--- config.mk ---
export PLATFORM = sky130hd
export DESIGN_NAME = world_triangle_reader_flat
export DESIGN_NICKNAME = d
export VERILOG_FILES = /design/src/rtl/world_triangle_reader_if.sv /design/src/rtl/world_triangle_reader.sv /design/src/flat_wrapper.sv
export SDC_FILE = /design/constraint.sdc
export NUM_CORES = 1
export LEC_CHECK = 0
export ABC_AREA = 1
export ABC_CLOCK_PERIOD_IN_PS = 10140
export CAP_MARGIN = 20
export CORE_MARGIN = 1.5
export CORE_UTILIZATION = 51
export CTS_BUF_LIST = sky130_fd_sc_hd__clkbuf_4
export DETAILED_ROUTE_END_ITERATION = 8
export GPL_ROUTABILITY_DRIVEN = 0
export PLACE_DENSITY = 0.95
export SLEW_MARGIN = 25
export SYNTH_ARGS = -nofsm -noshare
export SYNTH_HDL_FRONTEND = slang
export SYNTH_SLANG_ARGS = --single-unit
--- constraint.sdc ---
create_clock -name clk -period 10.14 [get_ports clk]
set_clock_uncertainty 0.15 [all_clocks]
set_input_delay 1.014 -clock clk [delete_from_list [all_inputs] [get_ports clk]]
set_output_delay 1.014 -clock clk [all_outputs]
set_load 0.01 [all_outputs]
--- src/rtl/world_triangle_reader_if.sv ---
// ---------------------------------------------------------------------------
// world_triangle_reader_if
// Purpose : bundles the sweep control, world RAM read port and vertex stream
//           of the world triangle reader into one interface.
// Signals : start / num_triangles   sweep request and triangle count
//           rd_en / rd_addr / rd_data  world RAM read port (1-cycle latency)
//           vtx_valid / vtx_ready     vertex stream handshake
//           vtx_x/y/z, vtx_tri, vtx_idx, vtx_last  vertex beat payload
//           busy / done               sweep status
// Modports: master = the reader itself, slave = its environment.
// ---------------------------------------------------------------------------
interface world_triangle_reader_if #(
  parameter int MAX_TRIANGLES = 4,
  parameter int COORD_W       = 32,
  parameter int ADDR_W        = $clog2(MAX_TRIANGLES*9),
  parameter int TRI_W         = $clog2(MAX_TRIANGLES+1)
);
  logic               start;
  logic [TRI_W-1:0]   num_triangles;
  logic               rd_en;
  logic [ADDR_W-1:0]  rd_addr;
  logic [COORD_W-1:0] rd_data;
  logic               vtx_valid;
  logic               vtx_ready;
  logic [COORD_W-1:0] vtx_x;
  logic [COORD_W-1:0] vtx_y;
  logic [COORD_W-1:0] vtx_z;
  logic [TRI_W-1:0]   vtx_tri;
  logic [1:0]         vtx_idx;
  logic               vtx_last;
  logic               busy;
  logic               done;

  modport master (
    input  start, num_triangles, rd_data, vtx_ready,
    output rd_en, rd_addr, vtx_valid, vtx_x, vtx_y, vtx_z,
           vtx_tri, vtx_idx, vtx_last, busy, done
  );

  modport slave (
    output start, num_triangles, rd_data, vtx_ready,
    input  rd_en, rd_addr, vtx_valid, vtx_x, vtx_y, vtx_z,
           vtx_tri, vtx_idx, vtx_last, busy, done
  );
endinterface

--- src/rtl/world_triangle_reader.sv ---
// ---------------------------------------------------------------------------
// world_triangle_reader
// Purpose : on a start pulse, sweeps the flattened world RAM triangle by
//           triangle, vertex by vertex, reading X/Y/Z per vertex and handing
//           each vertex to the raster stage on a valid/ready stream. Raises a
//           one-cycle done pulse when the triangle list is exhausted.
// Ports   : clk  system clock, rising edge
//           rst  asynchronous reset, active-high
//           bus  world_triangle_reader_if.master (control, RAM port, stream)
//
// state   | meaning
// --------+---------------------------------------------------------------
// IDLE    | waiting for start; latches clamped triangle count
// FETCH   | 4 cycles per vertex: reads X,Y,Z on f0..f2, captures on f1..f3
// PRESENT | vertex beat valid, held until vtx_ready
// FINISH  | done pulse, back to IDLE
// ---------------------------------------------------------------------------
module world_triangle_reader #(
  parameter int MAX_TRIANGLES = 4,
  parameter int COORD_W       = 32,
  parameter int ADDR_W        = $clog2(MAX_TRIANGLES*9),
  parameter int TRI_W         = $clog2(MAX_TRIANGLES+1)
) (
  input logic                     clk,
  input logic                     rst,
  world_triangle_reader_if.master bus
);

  typedef enum logic [1:0] {
    IDLE    = 2'd0,
    FETCH   = 2'd1,
    PRESENT = 2'd2,
    FINISH  = 2'd3
  } state_t;

  localparam logic [TRI_W-1:0] TRI_MAX = TRI_W'(MAX_TRIANGLES);
  localparam logic [TRI_W-1:0] TRI_ONE = TRI_W'(1);

  state_t             state_q, state_d;
  logic [TRI_W-1:0]   count_q, count_d;
  logic [TRI_W-1:0]   tri_q, tri_d;
  logic [1:0]         vert_q, vert_d;
  logic [1:0]         fetch_q, fetch_d;
  logic [COORD_W-1:0] x_q, x_d;
  logic [COORD_W-1:0] y_q, y_d;
  logic [COORD_W-1:0] z_q, z_d;

  logic [TRI_W-1:0]   num_clamped;
  logic               last_tri;
  logic [1:0]         coord;
  logic               rd_en;
  logic [ADDR_W-1:0]  addr_calc;

  assign num_clamped = (bus.num_triangles > TRI_MAX) ? TRI_MAX : bus.num_triangles;
  assign last_tri    = (tri_q == (count_q - TRI_ONE));

  // Fetch timer counts down 3..0; the coordinate being read is its complement,
  // and the terminal count (f3) is the read-free capture cycle for Z.
  assign coord = 2'd3 - fetch_q;
  assign rd_en = (state_q == FETCH) && (fetch_q != 2'd0);

  assign addr_calc = (ADDR_W'(tri_q) * ADDR_W'(9))
                   + (ADDR_W'(vert_q) * ADDR_W'(3))
                   + ADDR_W'(coord);

  assign bus.rd_en     = rd_en;
  assign bus.rd_addr   = rd_en ? addr_calc : '0;
  assign bus.vtx_valid = (state_q == PRESENT);
  assign bus.vtx_x     = x_q;
  assign bus.vtx_y     = y_q;
  assign bus.vtx_z     = z_q;
  assign bus.vtx_tri   = tri_q;
  assign bus.vtx_idx   = vert_q;
  assign bus.vtx_last  = (state_q == PRESENT) && (vert_q == 2'd2) && last_tri;
  assign bus.busy      = (state_q != IDLE);
  assign bus.done      = (state_q == FINISH);

  always_ff @(posedge clk or posedge rst) begin
    if (rst) begin
      state_q <= IDLE;
    end else begin
      state_q <= state_d;
    end
  end

  always_ff @(posedge clk or posedge rst) begin
    if (rst) begin
      count_q <= '0;
      tri_q   <= '0;
      vert_q  <= '0;
      fetch_q <= '0;
      x_q     <= '0;
      y_q     <= '0;
      z_q     <= '0;
    end else begin
      count_q <= count_d;
      tri_q   <= tri_d;
      vert_q  <= vert_d;
      fetch_q <= fetch_d;
      x_q     <= x_d;
      y_q     <= y_d;
      z_q     <= z_d;
    end
  end

  always_comb begin
    state_d = state_q;
    count_d = count_q;
    tri_d   = tri_q;
    vert_d  = vert_q;
    fetch_d = fetch_q;
    x_d     = x_q;
    y_d     = y_q;
    z_d     = z_q;

    case (state_q)
      IDLE: begin
        if (bus.start) begin
          count_d = num_clamped;
          tri_d   = '0;
          vert_d  = 2'd0;
          fetch_d = 2'd3;
          state_d = (num_clamped == '0) ? FINISH : FETCH;
        end
      end

      FETCH: begin
        // RAM data lags the strobe by one cycle, so capture trails reads by one.
        case (fetch_q)
          2'd2:    x_d = bus.rd_data;
          2'd1:    y_d = bus.rd_data;
          2'd0:    z_d = bus.rd_data;
          default: ;
        endcase
        if (fetch_q == 2'd0) begin
          state_d = PRESENT;
        end else begin
          fetch_d = fetch_q - 2'd1;
        end
      end

      PRESENT: begin
        if (bus.vtx_ready) begin
          fetch_d = 2'd3;
          if (vert_q != 2'd2) begin
            vert_d  = vert_q + 2'd1;
            state_d = FETCH;
          end else if (!last_tri) begin
            tri_d   = tri_q + TRI_ONE;
            vert_d  = 2'd0;
            state_d = FETCH;
          end else begin
            state_d = FINISH;
          end
        end
      end

      FINISH: begin
        state_d = IDLE;
      end

      default: begin
        state_d = IDLE;
      end
    endcase
  end

endmodule

--- src/flat_wrapper.sv ---
// flat-port wrapper written by rule: the top's interface ports become plain ports
module world_triangle_reader_flat 
#(
  parameter int MAX_TRIANGLES = 4,
  parameter int COORD_W       = 32,
  parameter int ADDR_W        = $clog2(MAX_TRIANGLES*9),
  parameter int TRI_W         = $clog2(MAX_TRIANGLES+1)
)
  (clk, rst, bus_start, bus_num_triangles, bus_rd_data, bus_vtx_ready, bus_rd_en, bus_rd_addr, bus_vtx_valid, bus_vtx_x, bus_vtx_y, bus_vtx_z, bus_vtx_tri, bus_vtx_idx, bus_vtx_last, bus_busy, bus_done);
  world_triangle_reader_if #(.MAX_TRIANGLES(MAX_TRIANGLES), .COORD_W(COORD_W), .ADDR_W(ADDR_W), .TRI_W(TRI_W)) bus_i ();
  input logic clk;
  input logic rst;
  input wire logic [$bits(bus_i.start)-1:0] bus_start;
  input wire logic [$bits(bus_i.num_triangles)-1:0] bus_num_triangles;
  input wire logic [$bits(bus_i.rd_data)-1:0] bus_rd_data;
  input wire logic [$bits(bus_i.vtx_ready)-1:0] bus_vtx_ready;
  output wire logic [$bits(bus_i.rd_en)-1:0] bus_rd_en;
  output wire logic [$bits(bus_i.rd_addr)-1:0] bus_rd_addr;
  output wire logic [$bits(bus_i.vtx_valid)-1:0] bus_vtx_valid;
  output wire logic [$bits(bus_i.vtx_x)-1:0] bus_vtx_x;
  output wire logic [$bits(bus_i.vtx_y)-1:0] bus_vtx_y;
  output wire logic [$bits(bus_i.vtx_z)-1:0] bus_vtx_z;
  output wire logic [$bits(bus_i.vtx_tri)-1:0] bus_vtx_tri;
  output wire logic [$bits(bus_i.vtx_idx)-1:0] bus_vtx_idx;
  output wire logic [$bits(bus_i.vtx_last)-1:0] bus_vtx_last;
  output wire logic [$bits(bus_i.busy)-1:0] bus_busy;
  output wire logic [$bits(bus_i.done)-1:0] bus_done;
  assign bus_i.start = bus_start;
  assign bus_i.num_triangles = bus_num_triangles;
  assign bus_i.rd_data = bus_rd_data;
  assign bus_i.vtx_ready = bus_vtx_ready;
  assign bus_rd_en = bus_i.rd_en;
  assign bus_rd_addr = bus_i.rd_addr;
  assign bus_vtx_valid = bus_i.vtx_valid;
  assign bus_vtx_x = bus_i.vtx_x;
  assign bus_vtx_y = bus_i.vtx_y;
  assign bus_vtx_z = bus_i.vtx_z;
  assign bus_vtx_tri = bus_i.vtx_tri;
  assign bus_vtx_idx = bus_i.vtx_idx;
  assign bus_vtx_last = bus_i.vtx_last;
  assign bus_busy = bus_i.busy;
  assign bus_done = bus_i.done;
  world_triangle_reader #(.MAX_TRIANGLES(MAX_TRIANGLES), .COORD_W(COORD_W), .ADDR_W(ADDR_W), .TRI_W(TRI_W)) u_core (.clk(clk), .rst(rst), .bus(bus_i));
endmodule
After elaboration in Yosys (flattened, before gate mapping)
Index checks and enable logic that the tools add are counted.

cells by class
  $add $sub $neg = 7
  $mul = 2
  magnitude comparators = 1
  eq/ne operators = 15
  multiplexer cells = 23
  reduce and logical (&&, ||, !) cells = 18

operator list
  operator             number
  $mux 2               13
  $mux 3               5
  $ne 2x2->1 const B   7
  $eq 2x2->1 const B   4
  $pmux 2 s4           1
  $reduce_and 2->1     4
  $reduce_and 4->1     2
  $add 6x2->6          1
  $add 6x4->6          1
  $mul 3x4->6 const B  1
  $mux 6               1
  $pmux 2 s3           1
  $pmux 3 s2           1
  $reduce_bool 2->1    3
  $reduce_and 5->1     1
  $eq 2x1->1 const B   2
  $logic_not 2->1      2
  $mul 2x2->4 const B  1
  $pmux 2 s2           1
  $add 3x1->3 const B  1
  $eq 3x3->1           1
  $gt 3x3->1 const B   1
  $logic_and 1x1->1    3
  $logic_not 3->1      1
  7 further kinds      7

storage, ports and cells
  register bits = 108
  input port bits = 39
  logic and storage cells = 74

Logic depth before layout (Yosys ltp)
  depth after elaboration = 6
  depth in mapped cells = 13
  gate-level depth less buffers = 13

Least setup slack after synthesis
Ideal clock, no wire load.

  path kind = register to output
  start point = register u_core.vert_q[1] (netlist: u_core.bus.vtx_idx[1])
  end point = output bus_rd_addr[4]
  arrival time = 2.430 ns
  data required time = 8.976 ns
  setup slack = 6.546 ns
  stages on the path, launching flop included = 12
  path through = dfrtp_1 -> inv_1 -> ha_1 -> ha_1 -> ha_1 -> inv_1 -> fa_1 -> nor2_1 -> o21ai_0 -> nand2_1 -> o21ai_0 -> a21oi_1

on the way
  longest elaborated chain between the ends = 4

RTL lines
  what                    line                         RTL
  start, declared         world_triangle_reader.sv:42  logic [1:0] vert_q, vert_d;
  start signal, assigned  world_triangle_reader.sv:98  vert_q <= vert_d;
  $mul 2x2->4             world_triangle_reader.sv:63  + (ADDR_W'(vert_q) * ADDR_W'(3))
  $add 6x4->6             world_triangle_reader.sv:63
  $add 6x2->6             world_triangle_reader.sv:64  + ADDR_W'(coord);
  $mux 6                  world_triangle_reader.sv:67  assign bus.rd_addr = rd_en ? addr_calc : '0;
  end, declared           flat_wrapper.sv:18           output wire logic [$bits(bus_i.rd_addr)-1:0] bus_rd_addr;

Every way passes these cells.

Worst setup path in the final report
  start point = register u_core.vert_q[1] (netlist: u_core.bus.vtx_idx[1])
  end point = output bus_rd_addr[5]

Same word-level chain as after synthesis.

==> results.cfg <==
[worst_hold_path]
min_path_type = reg2reg
min_from = u_core.bus.vtx_x[7]$_DFFE_PP0P_
whs_endpoint = u_core.bus.vtx_x[7]$_DFFE_PP0P_
min_delay_path_depth = 2

[sta]
fmax_mhz = 206
report.final.hold_viol_count = 0
rsz0062_at_grt = no
hold_ws_ps = 353
period_minus_slack_ps = 4850
setup_tns_ps = 0
worst_pin_slew_ps = 760
period_share = 0.478
finalSetupViolCount = 0
drv_slew = 0
slew_headroom = 0.493
worst_slack_ps = 5290

[worst_setup_path]
r2r-end = u_core.bus.vtx_z[13]$_DFFE_PP0P_
start_kind = flip-flop
cp_data_required_time_ps = 8980
critPathArrivalTime_ps = 3680
worstPathMaxFanout = 6
r2r_setup_slack_ps = 8260
criticalPathCategory = reg2out
r2r_start = u_core.fetch_q[0]$_DFFE_PP0P_
crit_path_end_kind = output port
reg2reg_depth = 4

[layout]
fin_util = 0.721
regArea_sq_um = 2700
diodes = 0
instances_no_fill = 751
final_nets = 700
drive_above_1_share = 0.0513
area_growth_syn_to_layout_pct = 36.1
multi_input_area_sq_um = 1590
final_area_sq_um = 6320
fill_cells = 629

[floorplan]
core_area_sq_um = 8760
dieArea_sq_um = 9690
fp.dieW_microns = 98.4
rows = 34
initial_utilization = 0.530
dieHeight_microns = 98.4
pin_count = 151

[detailed_routing]
vias = 3853
drt_iter0_markers = 182
drc_errors = 0
ant_nets = 0
wl_mm = 11.9
wl_per_cell_microns = 15.9
drtPass1Iterations = 5
via_per_inst = 5.13

[logic_synthesis]
synth.most_common_cell = nand2_1
yosysTopAreaCell = dfrtp_1
synthTopCellsByCount = nand2_1 (128), dfrtp_1 (108), o21ai_0 (92), inv_1 (65), ha_1 (20)
ys_types = 28
yosys.area_share.simple = 0.146
synthArstFlopShare = 1.00
synth-compound-area-share = 0.123
syn-mean-instance-area_sq_um = 9.40
ys_warn_count = 0
synth_adder_area_share = 0.0668
seq_area_frac_synth = 0.582
synthXorXnorAreaFrac = 0.00566
ys_seq_elements = 108
synth_top_family_by_area = simple AND/OR/NAND/NOR gates
syn_nets = 556
synthMuxAreaShare = 0
synthFlopType = dfrtp_1
synth_top_area_share = 0.582
synth_cells = 494
synth_area_leaders = dfrtp_1 (58%), nand2_1 (10%), o21ai_0 (9.9%), ha_1 (5.4%), inv_1 (5.3%)
synth_edf_count = 0
synthesis.area_sq_um = 4640

[power]
power_density_nw_per_um2 = 318
power_mw = 2.01
p_leak_nw = 3.13
peakVddDrop_mv = 0.173

[placed_design]
hpwl_mm = 8.67
placed_cells = 735
io_buffers = 150
dp_slack_ps = 5870
dpl_cell_area_sq_um = 6190

[global_route]
grt_pass1_vias = 3877
grt_usage = 0.250
grt_pass1_wl_mm = 19.4
grt_max_degree = 65
gr-total-overflow = 0
antenna_found_initial = 0

[flow_run]
cap_violations = 0

[cts]
clock_sinks = 108
cts_root_buffer = clkbuf_4
htreeDepth = 3
holdBufCountCts = 0
cts_buffers = 9
post_cts_buffers = 0
cts_tree = built
ctsLongestPathBuffers = 2
cts_resized = 0
insertion_delay_ps = 420
path_clk_slew_ps = 180

[status]
status = finished, final reports clean
[where the power goes]
part	internal, mW	switching [mW]
Sequential	0.642	0.130
Combinational	0.526	0.510
Clock	0.0558	0.148
Total	1.22	0.788
[cells by family after synthesis]
logic type      Yosys count
fa+ha+maj                23
flops                   108
xor+xnor                  3
buf+inv                  86
simple gates            162
compound gates          112
[sequential cells by signal (all words and copies together) (netlist names)]
| signal | count |
|---|---|
| u_core.bus.vtx_x | 32 |
| u_core.bus.vtx_y | 32 |
| u_core.bus.vtx_z | 32 |
| u_core.bus.vtx_tri | 3 |
| u_core.count_q | 3 |
| u_core.bus.vtx_idx | 2 |
| u_core.fetch_q | 2 |
| u_core.state_q | 2 |
[routing by layer]
| metal | vias to the layer above | wire [microns] | GRT usage |
|---|---|---|---|
| li1 | 1844 | - | - |
| met2 | 132 | 6230 | 0.437 |
| met1 | 1851 | 4740 | 0.311 |
| met3 | 26 | 586 | 0.0411 |
| met4 | 0 | 341 | 0.101 |
| met5 | - | 0 | 0 |
[worst max-delay path, stage by stage, from the launching register on]
cell	delay (ps)
dfrtp_1	490
ha_1	220
inv_1	70
fa_1	500
inv_1	50
ha_1	290
ha_1	310
a21oi_1	200
o21ai_0	180
a21oi_1	260
nor2_1	70
nor2_1	100
clkdlybuf4s50_1	530
[cell type report]
| cell class | count | share of cell area |
|---|---|---|
| well taps | 108 | 0.0214 |
| multi-input cells | 300 | 0.251 |
| flip-flops and latches | 108 | 0.428 |
| clock buffers | 9 | 0.0107 |
| repair buffers | 151 | 0.239 |
| clock inverters | 7 | 0.00931 |
| inverters | 68 | 0.0408 |
[cells in the final DEF, fill, tap and decap left out, types with 2 or more instances in the layout]
| cell | instances |
|---|---|
| clkdlybuf4s50_1 | 150 |
| nor2_4 | 2 |
| inv_1 | 64 |
| o21ai_0 | 92 |
| ha_1 | 20 |
| inv_8 | 2 |
| inv_6 | 2 |
| nand2_1 | 128 |
| clkinv_2 | 2 |
| nand4_1 | 2 |
| nand2_4 | 3 |
| dfrtp_1 | 108 |
| a31oi_1 | 2 |
| xnor2_1 | 3 |
| nor2_1 | 15 |
| nor2_2 | 2 |
| o21ai_1 | 8 |
| clkbuf_4 | 9 |
| nand3_1 | 5 |
| fa_1 | 3 |
| inv_2 | 3 |
| a21oi_1 | 6 |
| nand2_2 | 2 |
[worst max path at each step]
| stage | startpoint | end | depth (start not counted) |
|---|---|---|---|
| after floorplan | rst | u_core.bus.vtx_idx[0]$_DFFE_PP0P_ | 1 |
| after global placement | u_core.bus.vtx_idx[1]$_DFFE_PP0P_ | bus_rd_addr[4] | 12 |
| after detailed placement | u_core.bus.vtx_idx[1]$_DFFE_PP0P_ | bus_rd_addr[5] | 12 |
| after CTS | u_core.bus.vtx_idx[1]$_DFFE_PP0P_ | bus_rd_addr[5] | 12 |
| after global routing | u_core.bus.vtx_idx[0]$_DFFE_PP0P_ | bus_rd_addr[5] | 12 |
| final | u_core.bus.vtx_idx[1]$_DFFE_PP0P_ | bus_rd_addr[5] | 12 |
(Power assumes the default switching activity.)
